<file path="src/rtl/pdm_seq_pkg.sv">
`default_nettype none
// ---------------------------------------------------------------------------
// pdm_seq_pkg : shared widths, FSM encoding and helpers for the PDM sequencer
// Revision    : 1.0
// ---------------------------------------------------------------------------
package pdm_seq_pkg;

    localparam int LEVEL_W  = 5;
    localparam int DEPTH    = 8;
    localparam int IDX_W    = $clog2(DEPTH);
    localparam int PERIOD_W = 8;

    typedef enum logic [1:0] {
        IDLE = 2'd0,
        EMIT = 2'd1,
        WAIT = 2'd2
    } state_t;

    // A programmed period of 0 behaves as 1 (back-to-back strobes).
    function automatic logic [PERIOD_W-1:0] eff_period(input logic [PERIOD_W-1:0] p);
        return (p == '0) ? PERIOD_W'(1) : p;
    endfunction

endpackage
`default_nettype wire

</file>
<file path="src/rtl/pdm_seq_interval_timer.sv">
`default_nettype none
// ---------------------------------------------------------------------------
// pdm_seq_interval_timer : one-cycle expire pulse P cycles after a load
// Revision               : 1.0
// ---------------------------------------------------------------------------
module pdm_seq_interval_timer
    import pdm_seq_pkg::*;
(
    input  logic                clk,
    input  logic                reset,
    input  logic                load,
    input  logic [PERIOD_W-1:0] load_val,
    output logic                expire
);

    logic [PERIOD_W-1:0] r_cnt;

    always_ff @(posedge clk or posedge reset) begin
        if (reset) begin
            r_cnt <= '0;
        end else if (load) begin
            r_cnt <= load_val;
        end else if (r_cnt != '0) begin
            r_cnt <= r_cnt - PERIOD_W'(1);
        end
    end

    // High in the cycle before the edge that lies P edges after the load edge.
    assign expire = (r_cnt == PERIOD_W'(1));

endmodule
`default_nettype wire

</file>
<file path="src/rtl/pdm_level_sequencer.sv">
`default_nettype none
// ---------------------------------------------------------------------------
// pdm_level_sequencer : plays a programmed level table into a PDM, one strobe
//                       per step period, one-shot or looping
// Revision            : 1.0
// ---------------------------------------------------------------------------
module pdm_level_sequencer
    import pdm_seq_pkg::*;
(
    input  logic                clk,
    input  logic                reset,
    input  logic                cfg_we,
    input  logic [IDX_W-1:0]    cfg_addr,
    input  logic [LEVEL_W-1:0]  cfg_data,
    input  logic [PERIOD_W-1:0] period,
    input  logic [IDX_W-1:0]    last_idx,
    input  logic                loop_en,
    input  logic                start,
    input  logic                stop,
    output logic [LEVEL_W-1:0]  pdm_level,
    output logic                pdm_we,
    output logic                busy,
    output logic                done,
    output logic [IDX_W-1:0]    cur_idx
);

    state_t               r_state, w_state_nxt;
    logic [LEVEL_W-1:0]   r_table [DEPTH];
    logic [LEVEL_W-1:0]   r_level, w_level_nxt;
    logic [IDX_W-1:0]     r_idx, w_idx_nxt, w_emit_idx;
    logic                 r_we, r_busy, r_done, w_done_nxt;
    logic                 w_emit, w_expire;
    logic [PERIOD_W-1:0]  w_period_eff;

    assign w_period_eff = eff_period(period);

    // The timer is armed on the same edge that issues a strobe, so P=1
    // expires during the strobe cycle itself and strobes run back to back.
    pdm_seq_interval_timer u_timer (
        .clk      (clk),
        .reset    (reset),
        .load     (w_emit),
        .load_val (w_period_eff),
        .expire   (w_expire)
    );

    always_comb begin
        w_state_nxt = r_state;
        w_emit      = 1'b0;
        w_emit_idx  = '0;
        w_done_nxt  = 1'b0;
        case (r_state)
            IDLE: begin
                if (start && !stop) begin
                    w_emit = 1'b1;
                end
            end
            EMIT, WAIT: begin
                if (stop) begin
                    w_state_nxt = IDLE;
                end else if (w_expire) begin
                    if (r_idx < last_idx) begin
                        w_emit     = 1'b1;
                        w_emit_idx = r_idx + IDX_W'(1);
                    end else if (loop_en) begin
                        w_emit = 1'b1;
                    end else begin
                        w_done_nxt  = 1'b1;
                        w_state_nxt = IDLE;
                    end
                end else begin
                    w_state_nxt = WAIT;
                end
            end
            default: w_state_nxt = IDLE;
        endcase
        if (w_emit) begin
            w_state_nxt = EMIT;
        end
        // Table read happens before this edge's write lands: old value wins.
        w_level_nxt = w_emit ? r_table[w_emit_idx] : r_level;
        w_idx_nxt   = w_emit ? w_emit_idx : r_idx;
    end

    always_ff @(posedge clk or posedge reset) begin
        if (reset) begin
            r_state <= IDLE;
        end else begin
            r_state <= w_state_nxt;
        end
    end

    always_ff @(posedge clk or posedge reset) begin
        if (reset) begin
            r_level <= '0;
            r_we    <= 1'b0;
            r_busy  <= 1'b0;
            r_done  <= 1'b0;
            r_idx   <= '0;
        end else begin
            r_level <= w_level_nxt;
            r_we    <= w_emit;
            r_busy  <= (w_state_nxt != IDLE);
            r_done  <= w_done_nxt;
            r_idx   <= w_idx_nxt;
        end
    end

    always_ff @(posedge clk or posedge reset) begin
        if (reset) begin
            for (int i = 0; i < DEPTH; i++) begin
                r_table[i] <= '0;
            end
        end else if (cfg_we) begin
            r_table[cfg_addr] <= cfg_data;
        end
    end

    assign pdm_level = r_level;
    assign pdm_we    = r_we;
    assign busy      = r_busy;
    assign done      = r_done;
    assign cur_idx   = r_idx;

endmodule
`default_nettype wire

</file>
<file path="config.mk">
export PLATFORM = sky130hd
export DESIGN_NAME = pdm_level_sequencer
export DESIGN_NICKNAME = d
export VERILOG_FILES = /design/src/rtl/pdm_seq_pkg.sv /design/src/rtl/pdm_seq_interval_timer.sv /design/src/rtl/pdm_level_sequencer.sv
export SDC_FILE = /design/constraint.sdc
export NUM_CORES = 1
export LEC_CHECK = 0
export ABC_CLOCK_PERIOD_IN_PS = 3100
export CAP_MARGIN = 20
export CORE_ASPECT_RATIO = 1.4
export CORE_MARGIN = 3
export CORE_UTILIZATION = 35
export CTS_CLUSTER_SIZE = 12
export DETAILED_ROUTE_END_ITERATION = 6
export HOLD_SLACK_MARGIN = 0.02
export PLACE_DENSITY_LB_ADDON = 0.25
export SLEW_MARGIN = 10
export SYNTH_ARGS = -nofsm -noshare
export SYNTH_HDL_FRONTEND = slang
export SYNTH_SLANG_ARGS = --single-unit
export TNS_END_PERCENT = 100
</file>
<file path="constraint.sdc">
create_clock -name clk -period 3.1 [get_ports clk]
set_input_delay 0.62 -clock clk [delete_from_list [all_inputs] [get_ports clk]]
set_output_delay 0.62 -clock clk [all_outputs]
set_load 0.02 [all_outputs]
</file>
Word level (Yosys, flattened, before mapping)
Cells that the tools add are included.
- bits in registers: 61
- latch bits: 0
- RAM bits: 0
- ROM bits: 0
- input port bits: 25
- output and inout port bits: 11
- logic and storage cells: 65
- memories kept: 0
- $add $sub $neg: 2
- $mul: 0
- div/mod/pow operators: 0
- $lt $le $gt $ge: 4
- eq/ne operators: 3
- shifts and indexed selects: 0
- multiplexer cells: 30
- bitwise gates (word level): 2
- reduce and logical (&&, ||, !) cells: 9
- operators with widths (kind ; count):
    40-bit bitwise mux ; 1
    8-bit two-way mux ; 3
    5-bit binary-select mux with 3-bit select ; 1
    5-bit demux with 3-bit select ; 1
    5-bit two-way mux ; 3
    3-bit two-way mux ; 4
    1-bit two-way mux ; 10
    2-bit two-way mux ; 5
    8-bit by 1-bit == test with 1-bit output, second input constant ; 1
    4-bit greater-or-equal comparator, second input constant ; 2
    8-bit zero test ; 1
    3-bit NOT with 4-bit output ; 2
    8-bit nonzero test ; 1
    8-bit by 1-bit subtractor with 8-bit output, second input constant ; 1
    4-bit by 1-bit less-than comparator with 1-bit output, second input constant ; 1
    2-bit one-hot mux with 2 select lines ; 1
    2-bit nonzero test ; 2
    3-bit by 1-bit adder with 3-bit output, second input constant ; 1
    3-bit less-than comparator ; 1
    2-bit by 1-bit == test with 1-bit output, second input constant ; 1
    2-bit == test, second input constant ; 1
    1-bit logical AND ; 2
    2-bit zero test ; 1
    1-bit one-hot mux with 2 select lines ; 1
    2 further kinds ; 2

Depth between registers and ports, before layout
Gate-level depths: netlist of run 1.
- depth after elaboration: 9
- depth in mapped cells: 9
- gate-level depth less buffers: 8

Hierarchy
From an unflattened synthesis of run 1, not the netlist that was laid out.
- cells, all modules: 306
- area total of the unflattened synthesis: 3328.2 µm²
- modules (own cells, without submodules) (module ; instances ; cells each ; area an instance (µm²) ; seq. area each (µm²)):
    pdm_level_sequencer ; 1 ; 251 ; 2825.2 ; 1326.3
    pdm_seq_interval_timer ; 1 ; 55 ; 503.0 ; 200.2

Worst setup path after synthesis of run 1
No wires, ideal clock.
- path type: input to register
- from: input port last_idx[2]
- to: register r_idx[2] (netlist: cur_idx[2])
- library setup time: 119 ps
- data arrival time: 1991 ps
- data required time: 2981 ps
- setup slack: 990 ps
- stages on the path: 7
- path buffers: 1
- cell sequence: inv_1 ha_1 a21oi_1 o21ai_2 a221o_4 buf_6 a21o_2
- longest elaborated chain between the ends: 5
- elaborated cells on any way between the ends: 9
- classes of those cells: order compare: 1; mux: 8
- ends and longest elaborated chain (item ; RTL line ; text):
    from (decl) ; pdm_level_sequencer.sv:16 ; input logic [IDX_W-1:0] last_idx,
    3-bit less-than comparator * ; pdm_level_sequencer.sv:62 ; if (r_idx < last_idx) begin
    1-bit two-way mux / 3-bit two-way mux (equally long branches) ; pdm_level_sequencer.sv:62 ;
    1-bit two-way mux / 3-bit two-way mux (equally long branches) ; pdm_level_sequencer.sv:61 ; end else if (w_expire) begin
    1-bit two-way mux / 3-bit two-way mux (equally long branches) ; pdm_level_sequencer.sv:59 ; if (stop) begin
    1-bit one-hot mux with 2 select lines / 3-bit two-way mux (equally long branches) ; pdm_level_sequencer.sv:52 ; case (r_state)
    to (signal assigned) ; pdm_level_sequencer.sv:105 ; r_idx <= w_idx_nxt;
    to (decl) ; pdm_level_sequencer.sv:30 ; logic [IDX_W-1:0] r_idx, w_idx_nxt, w_emit_idx;
Mark *: on every way between the ends. The rest lies on a longest branch, timed or not.
A chain may end at the register's enable or synchronous reset.

Worst setup path after layout of run 1
- from: input port last_idx[2]
- to: register r_level[1] (netlist: pdm_level[1])
- longest elaborated chain between the ends: 9
- elaborated cells on any way between the ends: 13
- classes of those cells: order compare: 1; mux: 11; bitwise: 1
- ends and longest elaborated chain (item ; RTL line ; text):
    3-bit less-than comparator * ; pdm_level_sequencer.sv:62 ;
    3-bit two-way mux ; pdm_level_sequencer.sv:62 ;
    3-bit two-way mux ; pdm_level_sequencer.sv:61 ;
    3-bit two-way mux ; pdm_level_sequencer.sv:59 ;
    3-bit two-way mux ; pdm_level_sequencer.sv:52 ;
    3-bit NOT with 4-bit output (not written as such) ; pdm_level_sequencer.sv:81 ; w_level_nxt = w_emit ? r_table[w_emit_idx] : r_level;
    5-bit binary-select mux with 3-bit select ; pdm_level_sequencer.sv:81 ;
    5-bit two-way mux (not written as such) (2 in a row) ; pdm_level_sequencer.sv:81 ;
    to (signal assigned) ; pdm_level_sequencer.sv:101 ; r_level <= w_level_nxt;
    to (decl) ; pdm_level_sequencer.sv:29 ; logic [LEVEL_W-1:0] r_level, w_level_nxt;
Mark *: on every way between the ends. The rest lies on a longest branch, timed or not. The select of a mux whose other input is x is not followed.

==> impl_metrics.ini, run 1 <==
[floorplanning]
initial_utilization_pct = 36.37
core_um2 = 8295
pin_count = 36
rows = 39
die_area_um2 = 9784
die_y_um = 115.8
die_x_um = 84.46

[drt]
num_vias = 2067
ant_nets = 0
first_pass_iters = 4
avgRoutedWirePerCell_um = 16.81
wirelength_um = 6605
viasPerCell = 5.260
drc = 0
dr.first_iter.drc_count = 67

[cells_and_area]
syn2layout_area_growth_pct = 28.20
drive_above_1_share_pct = 30.24
antenna_cells = 0
fin_nets = 319
finalInstanceArea_um2 = 3867

[global_route]
grt_pass1_vias = 2144
grt_usage_pct = 14.49
grt_pass1_wl_um = 10910
grt-ovfl-total = 0
grt_start_max_net_pins = 25
antenna_found_initial = 0

[logic_synthesis]
synthTopCellsByArea = dfrtp_1 51%, mux2_2 17%, mux4_2 3.7%, ha_1 3.3%, nand2_1 2.1%
synth_nets = 270
synthMuxAreaShare_pct = 20.53
synth_cell_types = 50
ys_warn_count = 0
synth_edf_count = 0
synth_area_per_cell_um2 = 12.73
ys_async_sr_fraction_pct = 100.0
synth_fa_ha_area_share_pct = 3.318
netlist_area_um2 = 3017
synth_top_family_by_area = multiplexers
ys_ff_latch = 61
synth_largest_area_cell = dfrtp_1
synthXorXnorAreaFrac_pct = 2.323
syn_inst = 237
synth-simple-area-share_pct = 10.08
ys_dominant_reg_cell = dfrtp_1
yosysSeqAreaShare_pct = 50.60
synth.top_cell.area_share_pct = 50.60
synth_compound_area_share_pct = 10.45

[timing]
tns_ns = 0
tightest_slew_ns = 0.6092
fmax_ghz = 0.4094
finalSetupViolCount = 0
relSlewSlack_pct = 59.05
rsz0062_at_grt = false
period_share_pct = 78.80
clock_skew_ns = 0.003851
finalMaxSlewViolations = 0
post-route-min-period_ns = 2.443
finalHoldViolations = 0

[worst_setup_path]
crit_arrival_ns = 2.70
required_ns = 3.36
cp_max_fo = 16
slowest_stage = a221o_4
crit_top_cell = o21ai_2
cp_slowest_stage_delay_ns = 0.50
crit_path_start_kind = input pin
path_class = in2reg
end_kind = flop
reg2reg_depth = 7
crit_chain = clkdlybuf4s50_1, inv_1, ha_1, a21oi_1, o21ai_2, a221o_4, inv_2, o21ai_2, o21ai_1

[power]
switching_share_pct = 28.47
pwr-share-clk_pct = 36.0
vdd_drop_max_mv = 0.4524
share_comb_of_total_power_pct = 27.1
power_density_nw_per_um2 = 827.2
leakagePower_nw = 1.620
p_int_mw = 2.288
p_seq_share_pct = 36.9
power.switching_mw = 0.9107

[min_path]
hp-class = reg2reg
hold_depth = 1

[cts]
cts_hold_buf = 0
cts_buffers = 9
clk-insertion-delay-late_ns = 0.33
clkSlewWorstSetupHoldPaths_ns = 0.05
cts_root_buf = clkbuf_16
clock_sinks = 61
ctsResizeCount = 0
post_cts_buffers = 0
cts_tree = yes
htree_levels = 3
cts.path.max_buffers = 2

[status]
status = complete, no violations

[placed_design]
placement.cell_area_um2 = 3526
hpwl_um = 4964
globalplace.congestion = 0.7974
numPortBuffers = 35

[flow_run]
drv_cap = 0
[registers in the layout (all words and copies together) (netlist names)]
register,flops
pdm_level,5
cur_idx,3
r_table,40
r_state,2
u_timer.r_cnt,8
busy,1
pdm_we,1
done,1
[critical path: cells and delay by family]
family	cells	cell delay, ns
buf+inv	3	0.70
compound gates	5	1.08
fa+ha+maj	1	0.30
[power groups by stage]
stage	Clock (mW)	Combinational (mW)	Sequential, mW
2_1_floorplan	0	0.582	1.21
3_3_place_gp	0	0.863	1.19
3_5_place_dp	0	0.875	1.19
4_1_cts	1.16	0.884	1.18
5_1_grt	1.19	0.961	1.21
6_report	1.15	0.866	1.18
[layer usage]
metal / part of all wire (%) / global-route usage (%) / routed length [um] / vias to the layer above
met5: 0 / 0 / 0 / -
met4: 2.1 / 6.336 / 140 / 0
met3: 3.3 / 2.916 / 217 / 10
met2: 52 / 25.40 / 3461 / 38
met1: 42 / 17.30 / 2785 / 1040
li1: - / - / - / 979
[final timing paths]
path	start	to	slack [ns]
worst max-delay path	last_idx[2]	pdm_level[1]	0.66
min in group asynchronous	reset	r_table[0]	0.65
worst max register to register	cur_idx[2]	pdm_level[1]	0.99
worst min register to register	r_table[23]	r_table[23]	0.50
worst min-delay path	r_table[23]	r_table[23]	0.50
max in group asynchronous	reset	r_table[34]	1.78
[kinds of logic (layout without fill, tap and decap cells)]
group	after synthesis	count (layout)
flip-flops	61	61
AND/OR/NAND/NOR	51	51
multiplexers	50	50
AO/OA/AOI/OAI	42	42
buffers and inverters	17	71
adder cells (fa/ha/maj)	8	8
XOR/XNOR	8	8
[per-stage QoR]
stage               util (%)  setup slack (ns)  instances  hold WS (ns)  total power, mW
global route           46.62            0.5002        393        0.5102            3.368
detailed placement     42.50            0.3079        377        0.4914            2.070
floorplan                  -            0.9670        237        0.4729            1.792
global placement       42.50            0.3539        377        0.4816            2.049
CTS                    46.62            0.6376        393        0.5028            3.228
finish                 46.62            0.6573        393        0.5011            3.199
[synthesized netlist by cell type, drive strengths merged (2+ instances only)]
| cell type | number |
|---|---|
| dfrtp | 61 |
| mux2 | 45 |
| nand2 | 17 |
| inv | 10 |
| ha | 8 |
| nor2 | 7 |
| o31ai | 7 |
| a21oi | 6 |
| nor3 | 6 |
| o21ai | 6 |
| xnor2 | 6 |
| buf | 5 |
| mux4 | 5 |
| a22oi | 4 |
| nor4 | 4 |
| o22ai | 4 |
| nand4b | 3 |
| o22a | 3 |
| a211oi | 2 |
| a31oi | 2 |
| clkbuf | 2 |
| nand4 | 2 |
| nor3b | 2 |
| or2 | 2 |
| xor2 | 2 |
[placed cells by master (no fill, tap or decap), drive strengths merged, types with 2 or more instances in the layout]
cell and n:
a211oi 2, a21oi 6, a22oi 4, a31oi 2
buf 10, bufinv 3, clkbuf 12, clkdlybuf4s50 35
dfrtp 61, ha 8, inv 10, mux2 45
mux4 5, nand2 17, nand4 2, nand4b 3
nor2 7, nor3 6, nor3b 2, nor4 4
o21ai 6, o22a 3, o22ai 4, o31ai 7
or2 2, xnor2 6, xor2 2
[area by class of cell]
cell class | instances | area (um2)
fill | 760 | 4428
sequential | 61 | 1526
multi-input combinational | 159 | 1409
timing repair buffer | 45 | 425.4
clock buffer | 12 | 246.5
tap | 102 | 127.6
clock inverter | 4 | 95.09
inverter | 10 | 37.54
Note: power is estimated with default switching activity, not from simulation.
==> run 2, diff against run 1 <==
ABC_CLOCK_PERIOD_IN_PS = 2310   (was 3100)
clock period = 2.31 ns   (was 3.1 ns; I/O delays follow)
==> impl_metrics.ini, run 2 (synthesis results as in run 1) <==
[cts]
clk-insertion-delay-late_ns = 0.32
cts.path.max_buffers = 2
cts_tree = yes
ctsResizeCount = 0
htree_levels = 3
cts_root_buf = clkbuf_16
clkSlewWorstSetupHoldPaths_ns = 0.05
cts_buffers = 9
post_cts_buffers = 0
cts_hold_buf = 0
clock_sinks = 61

[drt]
drt-met1-wl_um = 2655
viasPerCell = 5.233
first_pass_iters = 4
wirelength_um = 6236
top_layer = met4
wl_met3_um = 203
routed-wl-met2_um = 3190
drc = 0
avgRoutedWirePerCell_um = 15.63
ant_nets = 0
dr.first_iter.drc_count = 73
num_vias = 2088

[worst_setup_path]
required_ns = 2.53
crit_path_start = last_idx[2]
crit_arrival_ns = 2.37
path_class = in2reg
end_kind = flop
crit_path_start_kind = input pin
r2r_slack_ns = 0.34
reg2reg_from = cur_idx[2]
cp_max_fo = 13

[cells_and_area]
finalInstanceArea_um2 = 3877
antenna_cells = 0
multiInputGateArea_um2 = 1409
fin_nets = 327
seq_area_um2 = 1526
largest_reg_flops = 40
fillCellCount = 773
syn2layout_area_growth_pct = 28.54
final_cell_mix = 61 x dfrtp_1, 45 x mux2_2, 35 x clkdlybuf4s50_1, 17 x nand2_1, 16 x buf_4
fin_cells = 399
drive_above_1_share_pct = 31.99
layout_commonest_cell = dfrtp_1
regMostFlops = r_table

[floorplanning]
die_y_um = 115.8
pin_count = 36
die_x_um = 84.46
rows = 39
die_area_um2 = 9784
core_um2 = 8295
initial_utilization_pct = 36.37

[placed_design]
place_ws_ns = -0.1852
placement.cell_area_um2 = 3611
dp.cells = 385
hpwl_um = 4746
globalplace.congestion = 0.8069
numPortBuffers = 35

[timing]
fin_hold_ws_ns = 0.4977
finalMaxSlewViolations = 0
rsz0062_at_grt = false
clock_skew_ns = 0.003463
period_share_pct = 93.06
finalSetupViolCount = 0
fmax_ghz = 0.4652
relSlewSlack_pct = 63.11
finalHoldViolations = 0
tightest_slew_ns = 0.5526
setup_ws_ns = 0.1604
tns_ns = 0
post-route-min-period_ns = 2.150

[power]
p_seq_share_pct = 40.0
power_density_nw_per_um2 = 1024
vdd_drop_max_mv = 0.5470
leakagePower_nw = 1.634
switching_share_pct = 29.77
pwr-share-clk_pct = 29.9
share_comb_of_total_power_pct = 30.1
p_int_mw = 2.788
power.switching_mw = 1.182

[flow_run]
drv_cap = 0

[global_route]
grt-ovfl-total = 0
antenna_found_initial = 0
grt_pass1_vias = 2207
grt_usage_pct = 14.05
grt_pass1_wl_um = 10650
grt_start_max_net_pins = 28

[status]
status = complete, no violations

[min_path]
hold_start = r_table[1]
hp-class = reg2reg
run 2: final timing paths:
path | to | cells after the start
worst min register to register | r_table[1] | 1
min in group asynchronous | pdm_we | 2
max in group asynchronous | r_table[7] | 3
worst max-delay path | u_timer.r_cnt[5] | 10
worst min-delay path | r_table[1] | 1
worst max register to register | u_timer.r_cnt[5] | 8
run 2: area by class of cell:
type / instances / share of cell area (%)
clock buffers: 12 / 6.615
multi-input cells: 159 / 36.33
well taps: 102 / 3.291
clock inverters: 2 / 0.2581
flip-flops and latches: 61 / 39.37
inverters: 10 / 0.9681
repair buffers: 53 / 13.17
run 2: power groups by stage:
stage,clock [mW],sequential (mW),combinational (mW)
CTS,1.23,1.59,1.22
floorplan,0,1.62,0.781
detailed placement,0,1.61,1.21
global route,1.27,1.63,1.32
global placement,0,1.60,1.20
finish,1.19,1.59,1.20
run 2: routing by layer:
layer,vias up,track usage [%]
li1,997,-
met1,1042,16.53
met2,36,23.71
met3,13,3.272
met4,0,7.814
met5,-,0
run 2: per-stage QoR:
step,total power [mW],util (%)
6_report,3.970,46.74
5_1_grt,4.220,46.74
4_1_cts,4.036,46.74
3_5_place_dp,2.820,43.53
3_3_place_gp,2.793,43.53
2_1_floorplan,2.405,-
run 2: worst max-delay path, stage by stage:
cell and delay, ns:
clkdlybuf4s50_1 0.45, inv_1 0.04, ha_1 0.29, a21oi_1 0.18
o21ai_2 0.09, a221o_4 0.46, inv_2 0.12, buf_12 0.13
nand2_1 0.06, o31ai_1 0.06
==> run 3, diff against run 2 <==
TNS_END_PERCENT = 30   (was 100)
==> results of run 3 <==
No change in the layout: final DEF, timing and power equal those of run 2.
